### src/rtl/logic_unit_mc_if.sv
// ============================================================================
// Module  : logic_unit_mc_if
// Brief   : Request/result handshake bundle for the EX-stage logic unit.
// Rev     : 1.0  initial release
// ============================================================================
`default_nettype none

interface logic_unit_mc_if #(
  parameter int WIDTH = 32
);
  logic             i_valid;
  logic             o_ready;
  logic [2:0]       i_op;
  logic [WIDTH-1:0] i_a;
  logic [WIDTH-1:0] i_b;
  logic             o_valid;
  logic             i_ready;
  logic [WIDTH-1:0] o_result;
  logic             o_zero;

  modport slave (
    input  i_valid, i_op, i_a, i_b, i_ready,
    output o_ready, o_valid, o_result, o_zero
  );

  modport master (
    output i_valid, i_op, i_a, i_b, i_ready,
    input  o_ready, o_valid, o_result, o_zero
  );
endinterface

`default_nettype wire

### src/rtl/logic_unit_mc.sv
// ============================================================================
// Module  : logic_unit_mc
// Brief   : Bitwise logic unit, single-cycle ops plus iterative CPOP.
// Rev     : 1.0  initial release
// ============================================================================
`default_nettype none

module logic_unit_mc #(
  parameter int WIDTH = 32,
  parameter int CHUNK = 8
) (
  input  wire                  i_clk,
  input  wire                  i_reset,
  logic_unit_mc_if.slave       bus
);

  localparam int N     = WIDTH / CHUNK;
  localparam int ACC_W = $clog2(WIDTH + 1);
  localparam int IDX_W = (N > 1) ? $clog2(N) : 1;

  localparam logic [2:0] c_OP_XOR  = 3'b000;
  localparam logic [2:0] c_OP_OR   = 3'b001;
  localparam logic [2:0] c_OP_AND  = 3'b010;
  localparam logic [2:0] c_OP_ZERO = 3'b011;
  localparam logic [2:0] c_OP_XNOR = 3'b100;
  localparam logic [2:0] c_OP_ORN  = 3'b101;
  localparam logic [2:0] c_OP_ANDN = 3'b110;
  localparam logic [2:0] c_OP_CPOP = 3'b111;

  localparam logic [0:0] S_IDLE  = 1'b0;
  localparam logic [0:0] S_COUNT = 1'b1;

  logic [0:0]       r_state;
  logic [0:0]       w_state_nxt;
  logic             r_valid;
  logic [WIDTH-1:0] r_result;
  logic             r_zero;
  logic [WIDTH-1:0] r_a;
  logic [ACC_W-1:0] r_acc;
  logic [IDX_W-1:0] r_idx;

  logic             w_ready;
  logic             w_accept;
  logic             w_last;
  logic [WIDTH-1:0] w_bit_res;
  logic [ACC_W-1:0] w_chunk_pop;
  logic [ACC_W-1:0] w_acc_next;

  assign w_accept   = bus.i_valid & w_ready;
  assign w_last     = (r_idx == IDX_W'(N - 1));
  assign w_acc_next = r_acc + w_chunk_pop;

  // r_a is shifted right each COUNT cycle, so the active chunk is always the low bits.
  always_comb begin
    w_chunk_pop = '0;
    for (int i = 0; i < CHUNK; i++) begin
      w_chunk_pop = w_chunk_pop + {{(ACC_W-1){1'b0}}, r_a[i]};
    end
  end

  always_comb begin
    w_bit_res = '0;
    case (bus.i_op)
      c_OP_XOR:  w_bit_res = bus.i_a ^ bus.i_b;
      c_OP_OR:   w_bit_res = bus.i_a | bus.i_b;
      c_OP_AND:  w_bit_res = bus.i_a & bus.i_b;
      c_OP_ZERO: w_bit_res = '0;
      c_OP_XNOR: w_bit_res = ~(bus.i_a ^ bus.i_b);
      c_OP_ORN:  w_bit_res = bus.i_a | ~bus.i_b;
      c_OP_ANDN: w_bit_res = bus.i_a & ~bus.i_b;
      default:   w_bit_res = '0;
    endcase
  end

  // FSM: state register
  always_ff @(posedge i_clk or negedge i_reset) begin
    if (!i_reset) begin
      r_state <= S_IDLE;
    end else begin
      r_state <= w_state_nxt;
    end
  end

  // FSM: next-state logic
  always_comb begin
    w_state_nxt = r_state;
    case (r_state)
      S_IDLE:  if (w_accept && (bus.i_op == c_OP_CPOP)) w_state_nxt = S_COUNT;
      S_COUNT: if (w_last) w_state_nxt = S_IDLE;
      default: w_state_nxt = S_IDLE;
    endcase
  end

  // FSM: outputs
  always_comb begin
    w_ready      = (r_state == S_IDLE) & (~r_valid | bus.i_ready);
    bus.o_ready  = w_ready;
    bus.o_valid  = r_valid;
    bus.o_result = r_result;
    bus.o_zero   = r_zero;
  end

  always_ff @(posedge i_clk or negedge i_reset) begin
    if (!i_reset) begin
      r_valid  <= 1'b0;
      r_result <= '0;
      r_zero   <= 1'b0;
      r_a      <= '0;
      r_acc    <= '0;
      r_idx    <= '0;
    end else begin
      if (r_valid && bus.i_ready) begin
        r_valid <= 1'b0;
      end
      if (w_accept) begin
        if (bus.i_op != c_OP_CPOP) begin
          r_result <= w_bit_res;
          r_zero   <= (w_bit_res == '0);
          r_valid  <= 1'b1;
        end else begin
          r_a   <= bus.i_a;
          r_acc <= '0;
          r_idx <= '0;
        end
      end else if (r_state == S_COUNT) begin
        r_a   <= r_a >> CHUNK;
        r_acc <= w_acc_next;
        r_idx <= r_idx + IDX_W'(1);
        if (w_last) begin
          r_result <= {{(WIDTH-ACC_W){1'b0}}, w_acc_next};
          r_zero   <= (w_acc_next == '0);
          r_valid  <= 1'b1;
        end
      end
    end
  end

endmodule

`default_nettype wire
### src/flat_wrapper.sv
// flat-port wrapper written by rule: the top's interface ports become plain ports
module logic_unit_mc_flat 
#(
  parameter int WIDTH = 32,
  parameter int CHUNK = 8
)
  (i_clk, i_reset, bus_i_valid, bus_i_op, bus_i_a, bus_i_b, bus_i_ready, bus_o_ready, bus_o_valid, bus_o_result, bus_o_zero);
  logic_unit_mc_if #(.WIDTH(WIDTH)) bus_i ();
  input  wire i_clk;
  input  wire i_reset;
  input wire logic [$bits(bus_i.i_valid)-1:0] bus_i_valid;
  input wire logic [$bits(bus_i.i_op)-1:0] bus_i_op;
  input wire logic [$bits(bus_i.i_a)-1:0] bus_i_a;
  input wire logic [$bits(bus_i.i_b)-1:0] bus_i_b;
  input wire logic [$bits(bus_i.i_ready)-1:0] bus_i_ready;
  output wire logic [$bits(bus_i.o_ready)-1:0] bus_o_ready;
  output wire logic [$bits(bus_i.o_valid)-1:0] bus_o_valid;
  output wire logic [$bits(bus_i.o_result)-1:0] bus_o_result;
  output wire logic [$bits(bus_i.o_zero)-1:0] bus_o_zero;
  assign bus_i.i_valid = bus_i_valid;
  assign bus_i.i_op = bus_i_op;
  assign bus_i.i_a = bus_i_a;
  assign bus_i.i_b = bus_i_b;
  assign bus_i.i_ready = bus_i_ready;
  assign bus_o_ready = bus_i.o_ready;
  assign bus_o_valid = bus_i.o_valid;
  assign bus_o_result = bus_i.o_result;
  assign bus_o_zero = bus_i.o_zero;
  logic_unit_mc #(.WIDTH(WIDTH), .CHUNK(CHUNK)) u_core (.i_clk(i_clk), .i_reset(i_reset), .bus(bus_i));
endmodule
### config.mk
export PLATFORM = sky130hd
export DESIGN_NAME = logic_unit_mc_flat
export DESIGN_NICKNAME = d
export VERILOG_FILES = /design/src/rtl/logic_unit_mc_if.sv /design/src/rtl/logic_unit_mc.sv /design/src/flat_wrapper.sv
export SDC_FILE = /design/constraint.sdc
export NUM_CORES = 1
export LEC_CHECK = 0
export CORE_MARGIN = 4
export CORE_UTILIZATION = 46
export DETAILED_ROUTE_END_ITERATION = 7
export HOLD_SLACK_MARGIN = 0.05
export PLACE_DENSITY = 0.79
export SYNTH_ARGS = -nofsm -noshare
export SYNTH_HDL_FRONTEND = slang
export SYNTH_SLANG_ARGS = --single-unit
export TNS_END_PERCENT = 100
### constraint.sdc
create_clock -name i_clk -period 3.7 [get_ports i_clk]
set_input_delay 0.74 -clock i_clk [delete_from_list [all_inputs] [get_ports i_clk]]
set_output_delay 0.74 -clock i_clk [all_outputs]
set_load 0.02 [all_outputs]
==> results_dict.tcl <==
set metrics [dict create \
    cp-start-kind "register" \
    cts.sink_count 75 \
    cts-htree-levels 3 \
    n_antenna_cell 0 \
    cts_made_buffers 9 \
    io-pin-count 106 \
    fin_ws_ns 0.08083 \
    layout.nets 675 \
    maxCapViolations 0 \
    cts_buffer_depth 2 \
    antenna_found_initial 0 \
    wirelength_mm 13.19 \
    slew_headroom_pct 35.65 \
    power_density_mw_per_mm2 740.1 \
    cp_max_fo 2 \
    pre_cts_ws_ns -0.09569 \
    io_buffers 105 \
    clk_latency_ns 0.36 \
    die_y_um 107.4 \
    path_class "register to register" \
    finalClockSkew_ns 0.007156 \
    tritoncts "done" \
    die_w_um 107.4 \
    overflow 0 \
    power.total_mw 4.361 \
    rsz0062_at_grt "yes" \
    grt_pass1_wl_mm 21.33 \
    multi_input_area_mm2 0.002450 \
    max-vdd-ir-drop_v 0.0004480 \
    syn_area_per_cell_um2 9.204 \
    hold_path_class "register to register" \
    seqCellArea_mm2 0.001877 \
    hold_viol_final 0 \
    drtIter0Drc 194 \
    hpwl_mm 9.806 \
    synthToLayoutAreaGrowth_pct 29.58 \
    rows 36 \
    worstPathRequired_ns 3.98 \
    fin_crit_ns 3.619 \
    cts_root_buf "clkbuf_8" \
    tightestPinTransition_ns 0.9653 \
    num_vias 4113 \
    grt_max_degree 76 \
    synth_nets 582 \
    first_pass_iters 4 \
    ys_ff_latch 75 \
    stdcell_count 723 \
    cts.clk_slew.worst_paths_ns 0.08 \
    dieArea_mm2 0.01154 \
    grtUsageTotal_pct 23.64 \
    core_mm2 0.009684 \
    yosys_warnings 0 \
    wl_per_cell_um 18.24 \
    gp_congestion 0.8972 \
    synth.distinct_cells 35 \
    status "finished clean" \
    initial_core_util_pct 46.95 \
    slew_violations 0 \
    endpoint_kind "register" \
    ctsHoldBuffers 0 \
    syn_inst 494 \
    vias_per_cell 5.689 \
    n_fill_cell 866 \
    min_period_over_period_pct 97.82 \
    grt_pass1_vias 4138 \
    leakage_nw 2.453 \
    finalSetupViolCount 0 \
    place_inst 708 \
    worstPathArrival_ns 3.90 \
    ys_seq_area_share_pct 41.28 \
    drive_above_1_share_pct 7.119 \
    ant_nets 0 \
    synth_area_mm2 0.004547 \
    clock.fmax_mhz 276.3 \
    remaining_drc_errors 0 \
]
## cell usage after synthesis, drive strengths merged
cell type,instances,share of area [%]
nand4,2,0.28
a21o,2,0.33
xor2,3,0.58
dfrtp,75,41
ha,13,3.6
a22o,31,6.0
o311a,1,0.22
o21ai,73,8.0
a21oi,37,4.2
nor4,8,1.1
o31ai,1,0.17
o211ai,33,5.4
fa,4,1.8
nand3,2,0.22
nor2,35,2.9
and2,2,0.28
a211oi,1,0.17
mux2i,28,6.2
buf,13,2.4
nand2,50,4.1
xnor2,33,6.4
nand2b,1,0.14
o21bai,1,0.17
or4,1,0.17
clkbuf,25,2.1
nor2b,3,0.58
inv,14,1.2
a31oi,2,0.28
## routing by layer
metal,part of all wire (%),global-route usage [%],vias to the layer above
met4,2.9,10.55,0
met3,6.0,4.199,30
met2,50,39.14,150
li1,-,-,1960
met5,0,0,-
met1,42,30.26,1973
## cell type report
class	count	share of cell area, %
multi-input cells	367	41.58
flip-flops and latches	75	31.85
repair buffers	120	19.79
well taps	133	2.824
clock buffers	9	2.102
clock inverters	5	0.9556
inverters	14	0.8919
## logic make-up after synthesis
group / synth area share (%)
buffers and inverters: 5.586
XOR/XNOR: 6.935
adder cells (fa/ha/maj): 5.339
AO/OA/AOI/OAI: 24.93
flip-flops: 41.28
multiplexers: 6.164
AND/OR/NAND/NOR: 9.769
## report_power, final
| part | switching (mW) | internal (mW) |
|---|---|---|
| registers | 0.204 | 1.16 |
| clock network | 0.309 | 0.303 |
| logic | 1.28 | 1.11 |
## timing repair
action	in CTS	in global routing
buffers inserted	0	1
endpoints found under the setup margin	2	4
endpoints found under the hold margin	0	0
gates resized for setup	3	3
pin swaps	4	4
## state kept, by name, indices dropped and copies added (netlist names)
register             flops
u_core.bus.o_valid       1
u_core.r_a              32
u_core.bus.o_result     32
u_core.r_state           1
u_core.r_idx             2
u_core.r_acc             6
u_core.bus.o_zero        1
## path summary, 6_finish.rpt
kind	startpoint	to	slack (ns)	depth (start not counted)
setup / recovery	u_core.r_a[1]$_DFFE_PN0P_	u_core.bus.o_zero$_DFFE_PN0P_	0.08	14
hold / removal	u_core.bus.o_result[1]$_DFFE_PN0P_	u_core.bus.o_result[1]$_DFFE_PN0P_	0.48	2
setup reg to reg	u_core.r_a[1]$_DFFE_PN0P_	u_core.bus.o_zero$_DFFE_PN0P_	0.08	14
hold reg to reg	u_core.bus.o_result[1]$_DFFE_PN0P_	u_core.bus.o_result[1]$_DFFE_PN0P_	0.48	2
max in group asynchronous	i_reset	u_core.r_a[27]$_DFFE_PN0P_	2.46	2
min in group asynchronous	i_reset	u_core.r_a[9]$_DFFE_PN0P_	0.63	2
## per-stage QoR
step	area (um2)	TNS (ns)	hold slack (ns)	utilization, %
floorplan	4547	0	0.4444	-
finish	5892	0	0.4778	60.84
global placement	5683	-0.02588	0.4613	58.68
global route	5892	-0.05711	0.5079	60.84
detailed placement	5683	-0.1403	0.4695	58.68
CTS	5872	0	0.4853	60.63
## critical path: stages (launching register included)
cell and delay (ns):
dfrtp_1 0.39, ha_1 0.28, inv_1 0.05, fa_1 0.50
fa_1 0.43, fa_1 0.49, inv_1 0.04, ha_2 0.17
fa_2 0.34, a21o_1 0.17, a21oi_2 0.17, xor2_2 0.17
buf_4 0.13, a31oi_1 0.08, a21oi_1 0.15
## placed cells by master (no fill, tap or decap), drive strengths merged, types with 4 or more instances in the layout
cell	Yosys	layout
nor4	8	8
a22o	31	31
fa	4	4
o211ai	33	33
clkbuf	25	9
clkdlybuf4s50	0	103
o21ai	73	73
mux2i	28	28
buf	13	17
nor2	35	35
a21oi	37	37
dfrtp	75	75
inv	14	14
xnor2	33	33
nand2	50	50
ha	13	13
(Power assumes the default switching activity.)
